**src/rtl/serial_add_ctrl_pkg.sv**
```systemverilog
// serial_add_ctrl_pkg: state encoding and default operand width for the serial adder
package serial_add_ctrl_pkg;
  localparam int WIDTH_DEF = 8;
  typedef enum logic [1:0] {IDLE = 2'b00, RUN = 2'b01, DONE = 2'b10} state_t;
endpackage

```
**src/rtl/serial_add_ctrl_fa_cell.sv**
```systemverilog
// fa_cell: 1-bit full adder
module fa_cell (
  input  logic a,
  input  logic b,
  input  logic cin,
  output logic sum,
  output logic cout
);
  assign sum  = a ^ b ^ cin;
  assign cout = (a & b) | (cin & (a ^ b));
endmodule

```
**src/rtl/serial_add_ctrl.sv**
```systemverilog
// serial_add_ctrl: bit-serial add/subtract, LSB first, one bit per clock through a single full adder
module serial_add_ctrl
  import serial_add_ctrl_pkg::*;
#(
  parameter int WIDTH = WIDTH_DEF
) (
  input  logic             clk,
  input  logic             rst_n,
  input  logic             start,
  input  logic [WIDTH-1:0] a,
  input  logic [WIDTH-1:0] b,
  input  logic             sub,
  output logic             busy,
  output logic             done,
  output logic [WIDTH-1:0] sum,
  output logic             cout,
  output logic             ovf
);
  localparam int CW = $clog2(WIDTH);
  state_t st, nx;
  logic [WIDTH-1:0] a_r, b_r;
  logic [WIDTH-2:0] sh;
  logic [WIDTH-1:0] nsh;
  logic [CW-1:0] cnt;
  logic sub_r, c, fa_s, fa_c, last;
  fa_cell u_fa (
    .a   (a_r[cnt]),
    .b   (b_r[cnt] ^ sub_r),
    .cin (c),
    .sum (fa_s),
    .cout(fa_c)
  );
  // nsh is the result with the bit being processed this cycle shifted in at the top
  assign nsh  = {fa_s, sh};
  assign last = cnt == CW'(WIDTH - 1);
  always_ff @(posedge clk or negedge rst_n)
    if (!rst_n) st <= IDLE;
    else st <= nx;
  always_comb begin
    nx   = st == IDLE ? (start ? RUN : IDLE) : st == RUN ? (last ? DONE : RUN) : IDLE;
    busy = st != IDLE;
    done = st == DONE;
  end
  always_ff @(posedge clk or negedge rst_n)
    if (!rst_n) begin
      a_r   <= '0;
      b_r   <= '0;
      sub_r <= 1'b0;
      c     <= 1'b0;
      cnt   <= '0;
      sh    <= '0;
      sum   <= '0;
      cout  <= 1'b0;
      ovf   <= 1'b0;
    end else if (st == IDLE && start) begin
      a_r   <= a;
      b_r   <= b;
      sub_r <= sub;
      c     <= sub;
      cnt   <= '0;
    end else if (st == RUN) begin
      sh  <= nsh[WIDTH-1:1];
      c   <= fa_c;
      cnt <= last ? '0 : cnt + CW'(1);
      if (last) begin
        sum  <= nsh;
        cout <= fa_c;
        ovf  <= c ^ fa_c;
      end
    end
endmodule

```
**config.mk**
```make
export PLATFORM = sky130hd
export DESIGN_NAME = serial_add_ctrl
export DESIGN_NICKNAME = d
export VERILOG_FILES = /design/src/rtl/serial_add_ctrl_pkg.sv /design/src/rtl/serial_add_ctrl_fa_cell.sv /design/src/rtl/serial_add_ctrl.sv
export SDC_FILE = /design/constraint.sdc
export NUM_CORES = 1
export LEC_CHECK = 0
export ABC_AREA = 1
export BUFFER_PORTS_ARGS = -buffer_cell sky130_fd_sc_hd__buf_2
export CAP_MARGIN = 10
export CORE_ASPECT_RATIO = 1.1
export CORE_MARGIN = 2
export CORE_UTILIZATION = 49
export DETAILED_ROUTE_END_ITERATION = 16
export HOLD_SLACK_MARGIN = 0.15
export PLACE_DENSITY = 0.74
export SYNTH_ARGS = -nofsm -noshare
export SYNTH_HDL_FRONTEND = slang
export SYNTH_HIERARCHICAL = 1
export SYNTH_SLANG_ARGS = --single-unit
```
**constraint.sdc**
```tcl
create_clock -name clk -period 1.85 [get_ports clk]
set_input_delay 0.185 -clock clk [delete_from_list [all_inputs] [get_ports clk]]
set_output_delay 0.185 -clock clk [all_outputs]
set_load 0.05 [all_outputs]
```
== Word level (Yosys, flattened, before mapping) ==
Index checks and enable logic that the tools add are counted.

* Word-level logic and storage cells: 42
* Output and inout bits: 12
* Register bits after elaboration: 40
* Bits of input ports: 20

* Magnitude comparators: 1
* Muxes and demuxes: 13
* $add $sub $neg: 1
* Reduce and logical (&&, ||, !) cells: 6
* Bitwise operators: 8
* Equal/unequal tests: 3

{| class="wikitable"
|+ Operators by type and width
! kind !! count
|-
| 2-to-1 mux 3 bit || 3
|-
| binary-select mux 1 bit (select 3 bit) || 2
|-
| 2-to-1 mux 2 bit || 3
|-
| 2-to-1 mux 1 bit || 5
|-
| < comparator 3 x 4 -> 1 bit, second input constant || 1
|-
| nonzero test 2 bit || 2
|-
| bitwise XOR 1 bit || 4
|-
| adder 3 x 1 -> 3 bit, second input constant || 1
|-
| equality test 3 bit, second input constant || 1
|-
| AND reduction 3 bit || 1
|-
| AND 1 bit || 2
|-
| equality test 2 x 1 -> 1 bit, second input constant || 1
|-
| equality test 2 bit, second input constant || 1
|-
| logical NOT 2 bit || 1
|-
| AND reduction 2 bit || 1
|-
| logical AND 1 bit || 1
|-
| NOT 1 bit || 1
|-
| OR 1 bit || 1
|}

== Logic depth before layout (Yosys ltp) ==
* Depth after elaboration: 8
* Depth in mapped cells: 11
* Gate-level depth less buffers: 10

== By module ==
The synthesis kept the hierarchy.

{| class="wikitable"
|+ By module, submodules not included
! module !! area each (µm²) !! sequential area each (µm²) !! cells each !! times used
|-
| serial_add_ctrl || 1803.0 || 1001.0 || 200 || 1
|-
| fa_cell || 20.0 || 0.0 || 1 || 1
|}

== Least setup slack after synthesis ==
No wires, ideal clock.

* Kind: flip-flop to flip-flop
* From: register cnt[0]
* To: register ovf
* Stages on the path, launching flop included: 11
* Data arrival time: 1.589 ns
* Setup slack: 0.141 ns
* Clock period less this slack: 1.709 ns
* Buffers on the path: 1
* Path through: dfrtp_1 buf_4 inv_4 nand2_1 nand3_1 nand3_1 nand3_1 nand2_1 fa_1 xnor2_1 o21ai_2

* Word-level cells in the longest chain between the ends: 7
* Elaborated cells on any way between the ends: 12
* Classes of those cells: 1 x eq/ne; 4 x mux; 6 x bitwise; 1 x reduce/logical

{| class="wikitable"
|+ Ends and longest elaborated chain
! item !! RTL line !! source
|-
| start: declaration || serial_add_ctrl.sv:24 || <nowiki>logic [CW-1:0] cnt;</nowiki>
|-
| start signal: assignment || serial_add_ctrl.sv:64 || <nowiki>cnt <= last ? '0 : cnt + CW'(1);</nowiki>
|-
| binary-select mux 1 bit (select 3 bit) || serial_add_ctrl.sv:28 || <nowiki>.b (b_r[cnt] ^ sub_r),</nowiki>
|-
| 2-to-1 mux 1 bit (implied by the code) || serial_add_ctrl.sv:28 ||
|-
| bitwise XOR 1 bit || serial_add_ctrl.sv:28 ||
|-
| bitwise XOR 1 bit || serial_add_ctrl_fa_cell.sv:10 || <nowiki>assign cout = (a & b) | (cin & (a ^ b));</nowiki>
|-
| AND 1 bit || serial_add_ctrl_fa_cell.sv:10 ||
|-
| OR 1 bit * || serial_add_ctrl_fa_cell.sv:10 ||
|-
| via fa_c || serial_add_ctrl.sv:25 || <nowiki>logic sub_r, c, fa_s, fa_c, last;</nowiki>
|-
| bitwise XOR 1 bit * || serial_add_ctrl.sv:68 || <nowiki>ovf <= c ^ fa_c;</nowiki>
|-
| end signal: assignment || serial_add_ctrl.sv:68 ||
|-
| end: declaration || serial_add_ctrl.sv:17 || <nowiki>output logic ovf</nowiki>
|}

The timed path passes the listed nets; every way through them passes the cells marked *. The select of a mux whose other input is x is not followed.
A chain may end at the register's enable or synchronous reset.

== Final worst setup path ==
* From: register cnt[0]
* To: register sum[7]

* Word-level cells in the longest chain between the ends: 5
* Elaborated cells on any way between the ends: 9
* Classes of those cells: 1 x eq/ne; 4 x mux; 3 x bitwise; 1 x reduce/logical

{| class="wikitable"
|+ Ends and longest elaborated chain
! item !! RTL line !! source
|-
| binary-select mux 1 bit (select 3 bit) || serial_add_ctrl.sv:28 ||
|-
| 2-to-1 mux 1 bit (implied by the code) || serial_add_ctrl.sv:28 ||
|-
| bitwise XOR 1 bit || serial_add_ctrl.sv:28 ||
|-
| bitwise XOR 1 bit * (2 in a row) || serial_add_ctrl_fa_cell.sv:9 || <nowiki>assign sum = a ^ b ^ cin;</nowiki>
|-
| via fa_s || serial_add_ctrl.sv:25 ||
|-
| end signal: assignment || serial_add_ctrl.sv:66 || <nowiki>sum <= nsh;</nowiki>
|-
| end: declaration || serial_add_ctrl.sv:15 || <nowiki>output logic [WIDTH-1:0] sum,</nowiki>
|}

Marks and branches as above.

==> impl_metrics.yaml <==
synth:
  synthTopCellsByArea: "sky130_fd_sc_hd__dfrtp_1 (55%), sky130_fd_sc_hd__nand2_1 (14%), sky130_fd_sc_hd__inv_1 (4.5%)"
  synth_warnings: 6
  synth.lib_cells_used.distinct: 21
  synthTopCellsByCount: "sky130_fd_sc_hd__nand2_1 (67), sky130_fd_sc_hd__dfrtp_1 (40), sky130_fd_sc_hd__inv_1 (22), sky130_fd_sc_hd__o21ai_0 (15), sky130_fd_sc_hd__nand3_1 (10)"
  yosys.area.top_type: "sky130_fd_sc_hd__dfrtp_1"
  synth_largest_type_area_fraction: 0.5491
  ys_async_sr_fraction: 1.000
  syn-mean-instance-area_um2: 9.070
  synth_seq_area_share: 0.5491
  synth_cells: 201
  synthesis.nets: 225
  syn_area_um2: 1823
  yosys_register_bits: 40
  synth-edff-count: 0
  synthMostInstantiatedCell: "sky130_fd_sc_hd__nand2_1"
  synth_flop_cell: "sky130_fd_sc_hd__dfrtp_1"
sta:
  timing_hold_violations_final: 0
  period_minus_slack_ns: 1.779
  setup_ws_ns: 0.07073
  clock-skew-final_ns: 0.006425
  max_clock_freq_mhz: 562.0
  drv_slew: 0
  slew_headroom: 0.6728
  worst_pin_slew_ns: 0.4908
  timing.final.crit_share: 0.9618
  final.setup.tns_ns: 0
  fin_worst_hold_slack_ns: 0.3068
  timing.final.setup_violations: 0
critical_path:
  crit-reg2reg-capture: "sum[7]"
  worstPathArrival_ns: 2.00
  setup.worst_path.class: "reg -> reg"
  critPathRequiredTime_ns: 2.07
  cp_endpoint_kind: "flop"
  rr_worst_depth: 9
  critical_path_peak_fanout: 10
  crit_start: "cnt[0]"
  worst-r2r-setup-slack_ns: 0.07
  termination_of_the_worst_setup_path: "sum[7]"
  start_kind: "flop"
  worstReg2RegStart: "cnt[0]"
global_routing:
  grt_max_degree: 41
  number_of_antenna_violations_at_the_first_check_in_global_routing: 0
  track_usage: 0.1718
  overflow: 0
  grt_first_pass_wirelength_um: 5485
  via_count_of_the_first_global_routing_pass: 1282
place:
  minimum_setup_slack_after_placement_ns: -0.01008
  detailedPlacementHpwl_um: 2128
  port_buffers: 31
  gp_congestion: 0.9198
clock_network:
  clkSlewWorstSetupHoldPaths_ns: 0.07
  cts_tree: "yes"
  cts_root_buffer: "sky130_fd_sc_hd__clkbuf_8"
  cts.sinks: 40
  cts_htree_levels: 2
  clk-insertion-delay-late_ns: 0.29
  tritoncts_buffers: 5
  clockBufferDepth: 2
layout:
  area_delta_synth_final_pct: 24.57
  post-route-util: 0.6313
  layout-drive-gt1-share: 0.2579
  multi_input_comb_area_um2: 663.1
  seq_area_um2: 1003
  fill_cells: 305
  finish.net_count: 276
  diodes: 0
route:
  num_vias: 1428
  wl_per_cell_um: 11.21
  postRouteAntennaNets: 0
  first_pass_iters: 4
  drt-vias-per-instance: 4.728
  drt_iter0_drc: 78
  post_detailed_routing_wire_length_um: 3384
  drcViolationCount: 0
pwr:
  p_per_area_nw_per_um2: 1828
  ir_worst_vdd_mv: 0.9872
  total_leakage_power_nw: 1.166
  design_power_total_mw: 4.151
worst_hold_path:
  hold_class: "in -> reg"
die:
  floorplan.die.height_um: 67.97
  dieWidth_um: 62.16
  core_area_um2: 3597
  floorplan.die_area_um2: 4225
  core.rowCount: 23
  initial_utilization: 0.5068
  design.portCount: 32
flow_run:
  cap_violations: 0
status:
  run_status: "finished clean"
layout make-up:
| cell class | instances | area share |
|---|---|---|
| clock inverter | 1 | 0.002204 |
| tap | 50 | 0.02755 |
| inverter | 26 | 0.04848 |
| sequential | 40 | 0.4419 |
| timing repair buffer | 51 | 0.1559 |
| clock buffer | 6 | 0.03196 |
| multi-input combinational | 128 | 0.2920 |
repair_timing:
action,CTS,global route
hold buffers,18,0
pin swaps,0,4
buffers inserted,0,1
gates resized for setup,1,13
hold endpoints to repair,57,0
setup endpoints to repair,2,4
sequential cells by signal (all words and copies together) (netlist names):
name	cells
sh	7
cout	1
cnt	3
ovf	1
sum	8
st	2
sub_r	1
c	1
a_r	8
b_r	8
per-stage QoR:
step / cells / cell area (um^2)
global route: 302 / 2271
finish: 302 / 2271
detailed placement: 276 / 1983
global placement: 276 / 1983
floorplan: 201 / 1823
CTS: 301 / 2242
kinds of logic (layout without fill, tap and decap cells):
logic type | Yosys count | in the layout | share of synthesized area
buffers and inverters | 33 | 84 | 0.09608
XOR/XNOR | 1 | 1 | 0.004805
AO/OA/AOI/OAI | 36 | 36 | 0.1201
flip-flops | 40 | 40 | 0.5491
AND/OR/NAND/NOR | 87 | 87 | 0.1984
adder cells (fa/ha/maj) | 4 | 4 | 0.03157
metal layers:
layer  part of all wire  vias to the layer above  global-route usage
met2               0.46                       36              0.2758
met3              0.039                        9             0.03125
met4              0.031                        0              0.1167
li1                   -                      728                   -
met1               0.47                      655              0.2174
met5                  0                        -                   0
critical path, cell delays in order, from the launching register on:
cell and delay [ns]:
sky130_fd_sc_hd__dfrtp_2 0.45, sky130_fd_sc_hd__inv_4 0.11, sky130_fd_sc_hd__nand2_1 0.05, sky130_fd_sc_hd__nand3_1 0.07, sky130_fd_sc_hd__nand3_1 0.10, sky130_fd_sc_hd__nand3_1 0.11
sky130_fd_sc_hd__nand2_1 0.08, sky130_fd_sc_hd__fa_2 0.58, sky130_fd_sc_hd__inv_2 0.04, sky130_fd_sc_hd__o21ai_2 0.12
report_power, final:
part	total, mW	switching, mW	leakage [nW]	internal [mW]
sequential	1.55	0.253	0.499	1.29
clock	0.530	0.274	0.0410	0.256
combinational	2.07	1.37	0.626	0.704
worst min-delay path by stage:
stage	from	endpoint	slack [ns]	cells after the start
after floorplan	rst_n	a_r[0]	-0.11	0
after global placement	rst_n	a_r[0]	0.27	2
after detailed placement	rst_n	a_r[6]	0.27	2
after CTS	start	st[0]	0.30	3
after global routing	start	a_r[3]	0.37	4
final	start	st[0]	0.31	3
placed cells by master, fill, tap and decap left out, types with 2 or more instances in the layout:
cell type and count:
sky130_fd_sc_hd__inv_1 20, sky130_fd_sc_hd__ha_1 3, sky130_fd_sc_hd__nand2_2 3, sky130_fd_sc_hd__o21ai_2 10
sky130_fd_sc_hd__nand3_1 10, sky130_fd_sc_hd__o22ai_1 2, sky130_fd_sc_hd__dfrtp_1 38, sky130_fd_sc_hd__clkbuf_8 5
sky130_fd_sc_hd__nand2_4 2, sky130_fd_sc_hd__nand2_1 66, sky130_fd_sc_hd__o21ai_0 12, sky130_fd_sc_hd__nor2_1 5
sky130_fd_sc_hd__inv_2 2, sky130_fd_sc_hd__inv_4 3, sky130_fd_sc_hd__o21ai_1 11, sky130_fd_sc_hd__dlygate4sd3_1 18
sky130_fd_sc_hd__buf_2 31, sky130_fd_sc_hd__dfrtp_2 2
No activity file was read; power rests on OpenSTA's default activity.
